===== src/rtl/rx_page_reader.sv =====
// rx_page_reader: read side of the ping-pong IQ sample memory.
// When the writer finishes a page, this block streams that page to the host
// as one byte frame: SYNC, seq, {ovf,7'b0}, then WORDS x 6 bytes, MSB first.
module rx_page_reader #(
  parameter int         WORDS = 82,
  parameter logic [7:0] SYNC  = 8'h7F
) (
  input  logic        clock,
  input  logic        reset_n,
  input  logic        enable,
  input  logic        mem_block,
  output logic        rd_en,
  output logic [7:0]  rd_addr,
  input  logic [47:0] rd_data,
  output logic [7:0]  out_data,
  output logic        out_valid,
  input  logic        out_ready,
  output logic        out_sop,
  output logic        out_eop,
  output logic [15:0] overrun_cnt,
  output logic        busy
);

  localparam logic [6:0] LAST_W = 7'(WORDS - 1);
  localparam logic [7:0] NWORDS = 8'(WORDS);

  typedef enum logic [1:0] {IDLE, HDR, DATA} state_t;

  state_t      state, state_nx;
  logic        mb_d, evt, ovr;
  logic        pending, pend_page, cur_page, ovf_flag;
  logic [7:0]  seq;
  logic [1:0]  hcnt;      // header byte currently on out_data
  logic [2:0]  bcnt;      // byte of current word currently on out_data
  logic [6:0]  wcnt;      // word currently being shifted out
  logic [7:0]  rd_ptr;    // next word index to request from RAM
  logic        rd_vld;    // rd_data carries the word requested last cycle
  logic [47:0] nxt_word;  // prefetched word waiting to be shifted
  logic [47:0] shreg;     // remaining bytes of the word being shifted
  logic        fire, start, hdr_done, word_done, frame_done, issue;

  // Any change of the completed-page index is a page event.
  assign evt  = mem_block ^ mb_d;
  assign busy = (state != IDLE);
  // A new page while one is still in flight (or already queued) is an overrun.
  assign ovr  = evt & enable & (busy | pending);

  // Next-state and frame-boundary strobes.
  always_comb begin
    state_nx   = state;
    fire       = out_valid & out_ready;
    start      = 1'b0;
    hdr_done   = 1'b0;
    word_done  = 1'b0;
    frame_done = 1'b0;
    case (state)
      IDLE: if (pending && enable) begin
        start    = 1'b1;
        state_nx = HDR;
      end
      HDR: if (fire && hcnt == 2'd2) begin
        hdr_done = 1'b1;
        state_nx = DATA;
      end
      DATA: if (fire && bcnt == 3'd5) begin
        word_done = 1'b1;
        if (wcnt == LAST_W) begin
          frame_done = 1'b1;
          state_nx   = IDLE;
        end
      end
      default: state_nx = IDLE;
    endcase
  end

  // Read word k+1 as soon as word k starts shifting; word 0 on frame start.
  assign issue = start |
                 ((hdr_done | (word_done & ~frame_done)) & (rd_ptr != NWORDS));

  // State register.
  always_ff @(posedge clock or negedge reset_n) begin
    if (!reset_n) state <= IDLE;
    else          state <= state_nx;
  end

  // Page event tracking, pending page, overrun accounting and frame sequence.
  always_ff @(posedge clock or negedge reset_n) begin
    if (!reset_n) begin
      mb_d        <= 1'b0;
      pending     <= 1'b0;
      pend_page   <= 1'b0;
      cur_page    <= 1'b0;
      ovf_flag    <= 1'b0;
      overrun_cnt <= 16'd0;
      seq         <= 8'd0;
    end else begin
      mb_d <= mem_block;
      // Newest event wins; a start consumes the queued page unless a new one lands.
      if (!enable) pending <= 1'b0;
      else if (evt) begin
        pending   <= 1'b1;
        pend_page <= mem_block;
      end else if (start) pending <= 1'b0;
      if (start) cur_page <= pend_page;
      // Set has priority so an overrun landing on byte 2 is not lost.
      if (ovr)           ovf_flag <= 1'b1;
      else if (hdr_done) ovf_flag <= 1'b0;
      if (ovr && overrun_cnt != 16'hFFFF) overrun_cnt <= overrun_cnt + 16'd1;
      if (frame_done) seq <= seq + 8'd1;
    end
  end

  // RAM read port: one-cycle read strobes and capture of the returned word.
  always_ff @(posedge clock or negedge reset_n) begin
    if (!reset_n) begin
      rd_en    <= 1'b0;
      rd_addr  <= 8'd0;
      rd_ptr   <= 8'd0;
      rd_vld   <= 1'b0;
      nxt_word <= 48'd0;
    end else begin
      rd_en  <= issue;
      rd_vld <= rd_en;
      if (rd_vld) nxt_word <= rd_data;
      if (start) begin
        rd_addr <= {pend_page, 7'd0};
        rd_ptr  <= 8'd1;
      end else if (issue) begin
        rd_addr <= {cur_page, rd_ptr[6:0]};
        rd_ptr  <= rd_ptr + 8'd1;
      end
    end
  end

  // Byte stream: outputs only advance on an accepted byte, so they hold while stalled.
  always_ff @(posedge clock or negedge reset_n) begin
    if (!reset_n) begin
      out_valid <= 1'b0;
      out_data  <= 8'd0;
      out_sop   <= 1'b0;
      out_eop   <= 1'b0;
      hcnt      <= 2'd0;
      bcnt      <= 3'd0;
      wcnt      <= 7'd0;
      shreg     <= 48'd0;
    end else if (start) begin
      out_valid <= 1'b1;
      out_data  <= SYNC;
      out_sop   <= 1'b1;
      out_eop   <= 1'b0;
      hcnt      <= 2'd0;
    end else if (hdr_done) begin
      out_data <= nxt_word[47:40];
      shreg    <= {nxt_word[39:0], 8'h00};
      bcnt     <= 3'd0;
      wcnt     <= 7'd0;
    end else if (state == HDR && fire) begin
      out_sop  <= 1'b0;
      out_data <= (hcnt == 2'd0) ? seq : {ovf_flag, 7'd0};
      hcnt     <= hcnt + 2'd1;
    end else if (frame_done) begin
      out_valid <= 1'b0;
      out_eop   <= 1'b0;
      out_data  <= 8'd0;
    end else if (word_done) begin
      out_data <= nxt_word[47:40];
      shreg    <= {nxt_word[39:0], 8'h00};
      bcnt     <= 3'd0;
      wcnt     <= wcnt + 7'd1;
    end else if (state == DATA && fire) begin
      out_data <= shreg[47:40];
      shreg    <= {shreg[39:0], 8'h00};
      bcnt     <= bcnt + 3'd1;
      out_eop  <= (bcnt == 3'd4) && (wcnt == LAST_W);
    end
  end

endmodule

===== config.mk =====
export PLATFORM = sky130hd
export DESIGN_NAME = rx_page_reader
export DESIGN_NICKNAME = d
export VERILOG_FILES = /design/src/rtl/rx_page_reader.sv
export SDC_FILE = /design/constraint.sdc
export NUM_CORES = 1
export LEC_CHECK = 0
export CORE_UTILIZATION = 45
export DETAILED_ROUTE_END_ITERATION = 16
export PLACE_DENSITY = 0.67
export SLEW_MARGIN = 20
export SYNTH_ARGS = -nofsm -noshare
export SYNTH_HDL_FRONTEND = slang
export SYNTH_SLANG_ARGS = --single-unit
export TNS_END_PERCENT = 100

===== constraint.sdc =====
create_clock -name clock -period 4.26 [get_ports clock]
set_clock_uncertainty 0.2 [all_clocks]
set_input_delay 1.065 -clock clock [delete_from_list [all_inputs] [get_ports clock]]
set_output_delay 1.065 -clock clock [all_outputs]
set_load 0.005 [all_outputs]

==> Yosys cells after proc, flatten, opt, wreduce, memory -nomap -nowiden <==
Index checks and enable logic that the tools add are counted.
Widths: inputs -> output; s select.
{ "op_classes": {"addsub": 6, "eq_ne": 18, "muxes": 60, "n_bitwise": 11, "n_reduce_logical": 25} }
{ "ops": {"columns": ["cell", "count"], "rows": [
  ["$mux 48", 5],
  ["$mux 8", 11],
  ["$mux 7", 4],
  ["$mux 1", 27],
  ["$add 16x1->16 const B", 1],
  ["$add 8x1->8 const B", 2],
  ["$ne 16x16->1 const B", 1],
  ["$ne 2x2->1 const B", 8],
  ["$reduce_and 4->1", 4],
  ["$mux 3", 5],
  ["$mux 2", 7],
  ["$reduce_bool 2->1", 6],
  ["$ne 8x7->1 const B", 1],
  ["$add 7x1->7 const B", 1],
  ["$eq 7x7->1 const B", 1],
  ["$logic_and 1x1->1", 7],
  ["$eq 3x3->1 const B", 2],
  ["$pmux 2 s3", 1],
  ["$reduce_bool 3->1", 2],
  ["$reduce_bool 6->1", 1],
  ["$and 1x1->1", 5],
  ["$eq 2x2->1 const B", 2],
  ["$logic_not 2->1", 2],
  ["$reduce_and 2->1", 2],
  ["other kinds (9)", 12]
]} }
{ "word_totals": {"regBits": 168, "in_bits": 53, "out_inout_bits": 37} }

==> Logic depth before layout (Yosys ltp) <==
Gate-level depths: netlist (run 1).
{ "depth": {"ltp_word": 11, "mapped_depth": 8} }

==> Worst setup path before layout (run 1) <==
Ideal clock, no wire load.
{ "synth_path": {"path_type": "input to register", "from": "input out_ready", "to": "register shreg[17]", "t_arrival_ps": 2439, "setup_slack_ps": 1496, "cell_stages": 5, "n_path_buf": 1, "path_cell_list": "nand3_1 -> o22ai_1 -> clkbuf_1 -> mux2_2 -> mux2_2"} }
{ "synth_via": {"elab_chain_len": 8, "elab_cells_between_ends": 19, "classes_between": "eq/ne: 2; mux: 10; bitwise: 1; reduce/logical: 6"} }
{ "synth_lines": {"columns": ["element", "line", "text"], "rows": [
  ["start, declared", "17", "input logic out_ready,"],
  ["$and 1x1->1 *", "51", "fire = out_valid & out_ready;"],
  ["$logic_and 1x1->1", "65", "DATA: if (fire && bcnt == 3'd5) begin"],
  ["$mux 1", "65", null],
  ["$mux 1", "56", "case (state)"],
  ["$mux 48", "165", "end else if (word_done) begin"],
  ["$mux 48", "161", "end else if (frame_done) begin"],
  ["$mux 48", "157", "end else if (state == HDR && fire) begin"],
  ["$mux 48", "152", "end else if (hdr_done) begin"],
  ["end signal, assigned", "154", "shreg <= {nxt_word[39:0], 8'h00};"],
  ["end signal, assigned", "167", "shreg <= {nxt_word[39:0], 8'h00};"],
  ["end signal, assigned", "172", "shreg <= {shreg[39:0], 8'h00};"],
  ["end, declared", "39", "logic [47:0] shreg;"]
]} }
Every way passes the cells marked *; elsewhere a longest branch is shown, timed or not. The select of a mux whose other input is x is not followed.
A chain may end at the register's enable or synchronous reset.

==> Worst setup path in the final report (run 1) <==
{ "layout_path": {"from": "input out_ready", "to": "register shreg[36]"} }
The elaborated chain is that of the path after synthesis.

==> results of run 1 <==
-- area by class of cell --
type                       instances  area, um2
multi-input combinational        400       3316
inverter                          18      67.56
fill                            1305       6840
clock buffer                      19      452.9
sequential                       160       4008
tap                              216      270.3
clock inverter                    13      161.4
timing repair buffer             100      999.7
-- cells in the mapped netlist, drive strengths merged, types with 2 or more instances --
| master | number |
|---|---|
| nor3 | 3 |
| and4 | 3 |
| o311ai | 3 |
| clkbuf | 23 |
| o21ai | 27 |
| o211ai | 4 |
| or3 | 2 |
| and2 | 2 |
| o31ai | 8 |
| nor4 | 8 |
| nor2 | 21 |
| a22o | 8 |
| o211a | 7 |
| nor2b | 2 |
| and3 | 6 |
| nor4b | 3 |
| or4 | 3 |
| or4b | 2 |
| nand2b | 4 |
| mux2 | 115 |
| nand4 | 11 |
| dfrtp | 160 |
| or2 | 2 |
| xor2 | 14 |
| xnor2 | 9 |
| a211oi | 6 |
| a31oi | 8 |
| nand4b | 4 |
| nand2 | 40 |
| nand3 | 14 |
| a21oi | 18 |
| o32ai | 2 |
| o31a | 2 |
| inv | 18 |
| a21o | 3 |
| ha | 11 |
| mux2i | 14 |
| buf | 8 |
-- state kept, by name, indices dropped and copies added (netlist names) --
| name | count |
|---|---|
| rd_addr | 8 |
| pend_page | 1 |
| out_valid | 1 |
| pending | 1 |
| state | 2 |
| wcnt | 7 |
| shreg | 40 |
| seq | 8 |
| rd_en | 1 |
| out_eop | 1 |
| out_data | 8 |
| mb_d | 1 |
| cur_page | 1 |
| ovf_flag | 1 |
| rd_ptr | 8 |
| rd_vld | 1 |
| overrun_cnt | 16 |
| bcnt | 3 |
| nxt_word | 48 |
| out_sop | 1 |
| hcnt | 2 |
-- cell families after synthesis --
logic type | share of synthesized area, %
AO/OA/AOI/OAI | 9.197
AND/OR/NAND/NOR | 9.761
XOR/XNOR | 2.673
flip-flops | 53.12
adder cells (fa/ha/maj) | 1.826
buffers and inverters | 2.988
multiplexers | 20.43
-- per-stage QoR --
stage / area [um2] / instances / worst slack [ns]
after floorplan: 7537 / 609 / 1.496
after global placement: 8658 / 894 / 0.6453
after detailed placement: 8658 / 894 / 0.5616
after CTS: 9273 / 926 / 1.025
after global routing: 9275 / 926 / 0.9246
final: 9275 / 926 / 0.9842
-- report_power, final --
| part | switching, mW | internal (mW) |
|---|---|---|
| clock network | 0.619 | 0.952 |
| registers | 0.333 | 1.96 |
| logic | 0.380 | 0.688 |
| total | 1.33 | 3.60 |
-- critical path, delay by kind of cell --
family	cells	cell delay [ns]
buf+inv	2	0.96
simple gates	1	0.46
mux	2	0.64
compound gates	1	0.22
-- routing by layer --
metal  up-vias  share of wire [%]  GRT usage (%)  routed length, um
met5         -                  0              0                  0
met4         0                1.4          6.783                218
met3        16                3.0          4.167                467
met2        82                 48          30.83               7435
met1      2541                 47          25.81               7319
li1       2415                  -              -                  -
-- how the worst min path moves through the flow --
| stage | to | start | depth (start not counted) |
|---|---|---|---|
| 3_5_place_dp | rd_vld | rd_en | 0 |
| 5_1_grt | rd_vld | rd_en | 0 |
| 3_3_place_gp | rd_vld | rd_en | 0 |
| 6_report | rd_vld | rd_en | 0 |
| 2_1_floorplan | rd_vld | rd_en | 0 |
| 4_1_cts | rd_vld | rd_en | 0 |
==> impl_summary.txt, run 1 <==
----------------------------------------------------
[Routing]
  Post-detailed-routing wire length ... approximately 15,000 um
  Vias ... ~5,000
  Post-DR wirelength/cell ... between 15 and 20 um
  Drt first-iter violations ... between 300 and 400
  Number of nets with antenna violations after detailed routing ... 0
  Via-to-Cell Ratio ... 5.458
  Residual DRC ... 0
  Number of optimization iterations in the first detailed-route pass ... 4

[Power]
  Power density of the placed cells ... 531.3 nW/um2
  IR drop worst, VDD ... between 0.0003 and 0.0004 V
  Total power ... between 4 and 5 mW
  Leakage dissipation ... roughly 4.3 nW

[STA]
  Setup_tns ... 0 ns
  RSZ-0062 raised after global routing ... no
  Post-Route Hold Slack ... roughly 0.19 ns
  Fin. max-slew vios ... 0
  Final hold violations ... 0
  Final clock period utilization by the worst path ... 76.90%
  Slew margin rel. ... roughly a third
  Setup Viol. Count Final ... 0
  Maximum frequency from static timing analysis ... 305.3 MHz
  Transition at the pin with the smallest max-transition slack ... 0.9848 ns
  Minimum clock period after layout ... 3.276 ns

[Worst setup path]
  CP arrival ... 3.38 ns
  Startpoint class of the critical path ... primary input
  Worst setup path startpoint ... out_ready
  Critical Path End ... shreg[36]
  Capture point of the worst reg-to-reg path ... rd_addr[3]
  Worst r2r src ... hcnt[0]
  Cells along the critical path ... clkdlybuf4s50_1 -> nand4b_1 -> o22ai_2 -> buf_4 -> mux2_2 -> mux2_4
  Peak fanout along the critical path ... 32
  Slowest library cell on the worst path ... clkdlybuf4s50_1
  Kind of capture point of the worst setup path ... flop
  Highest cell delay on the worst timing path ... 0.54 ns
  Setup Crit Path Kind ... in2reg
  Worst setup slack for register-to-register paths ... 1.51 ns
  Worst path required time ... 4.36 ns
  Worst reg-to-reg path cell count ... 6

[Clock network]
  CTS hold repair buffers ... 0
  H-tree levels ... 4
  CTS tree ... done
  Buffers inserted by post-CTS timing repair ... 0
  TritonCTS Buffers ... 17
  # resized after CTS ... 0
  Cell at the root of the clock tree ... clkbuf_16
  Clk_lat worst skew ... 0.43 ns
  Clock-pin slew of the registers on the worst-case setup and hold paths ... 0.06 ns
  Clock buffer depth ... 2
  Number of sinks handled by clock tree synthesis ... 160

[GRT]
  Total routing usage reported by global routing ... about 19%
  Global-route wire length before repair ... 26,510 um
  Via count of the first global-routing pass ... 5,261
  Pin count of the biggest net entering global routing ... 93
  Initial antenna violation count ... 0
  Overflow left after global routing ... 0

[Logic synthesis]
  Syn_nets ... 673
  Area contributors post-synth ... dfrtp_1, mux2_2, mux2_4
  Yosys warning total ... 0
  Number of synthesized flops with an enable pin ... 0
  FFs w/ async S/R, synth ... 100.0%
  Post-synthesis cell count ... 609
  Number of synthesized register bits ... 160
  Largest area contributor in the synthesized netlist ... dfrtp_1
  Main flop type after synthesis ... dfrtp_1
  Fraction of post-synthesis cell area in the top cell type by area ... 53.12%
  Unique masters post-synth ... 57
  Syn Area/Cell ... about 12 um2
  Synth Cell Area ... 7537 um2
  Share of the yosys chip area belonging to registers ... 53.12%

[Final layout]
  Area added between synthesis and finish ... 23.06%
  Ratio of cells with drive above 1 in the final layout ... a little under a quarter
  Final net count ... approximately 760
  Antenna diode count ... 0
  Post-layout util ... a little under three fifths
  Most common cell after layout, fill and taps aside ... dfrtp_1
  Top library cells by usage in the layout, fill and taps aside ... dfrtp_1, clkdlybuf4s50_1, mux2_2

[Floorplanning]
  Placeable Area ... 16,120 um2
  Count of standard-cell rows ... between 40 and 50
  Horizontal die dimension ... ~130 um
  Initial core utilization ... 46.77%
  Die height ... 131.4 um
  Total die area ... 17,270 um2
  I/O pin cnt ... 90

[Place]
  DPL Wire Length ... 10,560 um
  Buffers added on ports ... 89
  Final RePlAce weighted congestion ... 0.8122

[Status]
  Run status ... complete, no violations

[Flow run]
  Maximum Capacitance Violations ... 0

[Hold path]
  Path category of the worst min-delay check ... reg2reg

----------------------------------------------------
(Power assumes the default switching activity.)
==> run 2, diff against run 1 <==
clock period = 3.4 ns   (was 4.26 ns; I/O delays follow)
==> run 2 against run 1 <==
  * Clock power is 29% higher
  * Sequential power is 25% higher
  * Setup slack worse by 0.35 ns
  * Sequential share of layout area is 0.39 points lower
  * Critical endpoint is now busy
  * Highest routed layer unchanged
==> impl_summary.txt, run 2 (synthesis gave the netlist of run 1 again) <==
----------------------------------------------------
[STA]
  Transition at the pin with the smallest max-transition slack ... 0.9606 ns
  Final clock period utilization by the worst path ... 81.44%
  Setup_tns ... 0 ns
  Maximum frequency from static timing analysis ... approximately 360 MHz
  Slew margin rel. ... a little over a third
  Fin. max-slew vios ... 0
  Final hold violations ... 0
  RSZ-0062 raised after global routing ... no
  Minimum clock period after layout ... 2.769 ns
  Setup Viol. Count Final ... 0

[GRT]
  Initial antenna violation count ... 0
  Pin count of the biggest net entering global routing ... 63
  Via count of the first global-routing pass ... 5,368
  Overflow left after global routing ... 0
  Total routing usage reported by global routing ... between 10% and 20%
  Global-route wire length before repair ... 27,010 um

[Floorplanning]
  Die height ... 131.4 um
  Initial core utilization ... about 47%
  Total die area ... 17,270 um2
  Placeable Area ... 16,120 um2
  Horizontal die dimension ... 131.4 um
  I/O pin cnt ... 90
  Count of standard-cell rows ... 46

[Final layout]
  Biggest register ... nxt_word
  Largest registers in the final layout ... nxt_word x48, shreg x40, overrun_cnt x16
  Final cell count without fillers ... 931
  Ratio of cells with drive above 1 in the final layout ... 24.20%
  Final net count ... about 770
  Most common cell after layout, fill and taps aside ... dfrtp_1
  Area added between synthesis and finish ... 24.19%
  Antenna diode count ... 0
  Flip-flop count of the largest register after layout ... 48
  Top library cells by usage in the layout, fill and taps aside ... dfrtp_1, clkdlybuf4s50_1, mux2_2

[Clock network]
  Clock buffer depth ... 2
  Number of sinks handled by clock tree synthesis ... 160
  # resized after CTS ... 0
  H-tree levels ... 4
  CTS hold repair buffers ... 0
  Clock-pin slew of the registers on the worst-case setup and hold paths ... 0.06 ns
  TritonCTS Buffers ... 17
  CTS tree ... done
  Cell at the root of the clock tree ... clkbuf_16
  Buffers inserted by post-CTS timing repair ... 0
  Clk_lat worst skew ... 0.42 ns

[Routing]
  Post-DR wirelength/cell ... 17.08 um
  Via-to-Cell Ratio ... about 5.4
  Drt first-iter violations ... 223
  Residual DRC ... 0
  Vias ... 5,055
  Post-detailed-routing wire length ... 15,900 um
  Number of optimization iterations in the first detailed-route pass ... 4
  Number of nets with antenna violations after detailed routing ... 0

[Power]
  Sw power ... 1.621 mW
  Cell-internal power ... around 4.6 mW
  Combinational share of power ... 21.6%
  Power density of the placed cells ... 667.1 nW/um2
  Leakage dissipation ... 4.382 nW
  Switching part of the total ... 25.96%
  Relative contribution of sequential cells to total power ... a little under half
  Part of the power in the clock network ... between 30% and 40%
  IR drop worst, VDD ... 0.0003973 V

[Place]
  Final RePlAce weighted congestion ... 0.8387
  Total placed cells including tap cells ... between 900 and 1,000
  Buffers added on ports ... between 80 and 90
  DPL Wire Length ... 10,780 um

[Worst setup path]
  Peak fanout along the critical path ... 11
  Kind of capture point of the worst setup path ... primary output
  Setup Crit Path Kind ... reg2out
  CP arrival ... between 1.5 and 2 ns
  Startpoint class of the critical path ... flop
  Worst path required time ... 2.35 ns

[Hold path]
  Path category of the worst min-delay check ... reg2reg

[Status]
  Run status ... complete, no violations

[Flow run]
  Maximum Capacitance Violations ... 0

----------------------------------------------------
-- run 2: final cells by class --
| cell class | count | area [um2] |
|---|---|---|
| Fill cell | 1321 | 6755 |
| Clock buffer | 26 | 539.3 |
| Clock inverter | 4 | 95.09 |
| Inverter | 18 | 67.56 |
| Tap cell | 216 | 270.3 |
| Sequential cell | 160 | 4008 |
| Multi-Input combinational cell | 400 | 3316 |
| Timing Repair Buffer | 107 | 1065 |
-- run 2: metrics by stage --
step | utilization [%] | power, mW | area [um2] | worst slack [ns] | hold slack (ns)
floorplan | - | 3.663 | 7537 | 0.8509 | 0.1757
global placement | 54.13 | 4.179 | 8723 | 0.4173 | 0.1744
detailed placement | 54.13 | 4.247 | 8723 | 0.3677 | 0.1615
CTS | 58.07 | 6.313 | 9358 | 0.6024 | 0.1796
global route | 58.08 | 6.591 | 9360 | 0.5694 | 0.1863
finish | 58.08 | 6.244 | 9360 | 0.6310 | 0.1769
-- run 2: worst paths after layout --
path / to / slack, ns / cells after the start / startpoint
min in group asynchronous: nxt_word[5] / 0.22 / 1 / reset_n
min: rd_vld / 0.18 / 0 / rd_en
max in group asynchronous: overrun_cnt[13] / 2.00 / 2 / reset_n
min reg2reg: rd_vld / 0.18 / 0 / rd_en
max reg2reg: rd_addr[1] / 0.73 / 6 / rd_ptr[0]
max: busy / 0.63 / 2 / state[1]
-- run 2: metal layers --
metal | global-route usage (%) | share of wire, % | vias to the layer above
li1 | - | - | 2416
met4 | 6.654 | 1.3 | 0
met2 | 32.36 | 49 | 99
met1 | 25.53 | 46 | 2528
met3 | 4.282 | 3.5 | 12
met5 | 0 | 0 | -
-- run 2: power by group through the flow --
stage	clock network [mW]	registers (mW)	logic (mW)
after floorplan	0	2.73	0.936
after global placement	0	2.88	1.30
after detailed placement	0	2.90	1.35
after CTS	2.07	2.87	1.37
after global routing	2.15	2.95	1.49
final	2.03	2.87	1.35
-- run 2: critical path, stage by stage, from the launching register on --
cell,delay (ns)
dfrtp_1,0.49
or2_2,0.36
clkdlybuf4s50_1,0.45
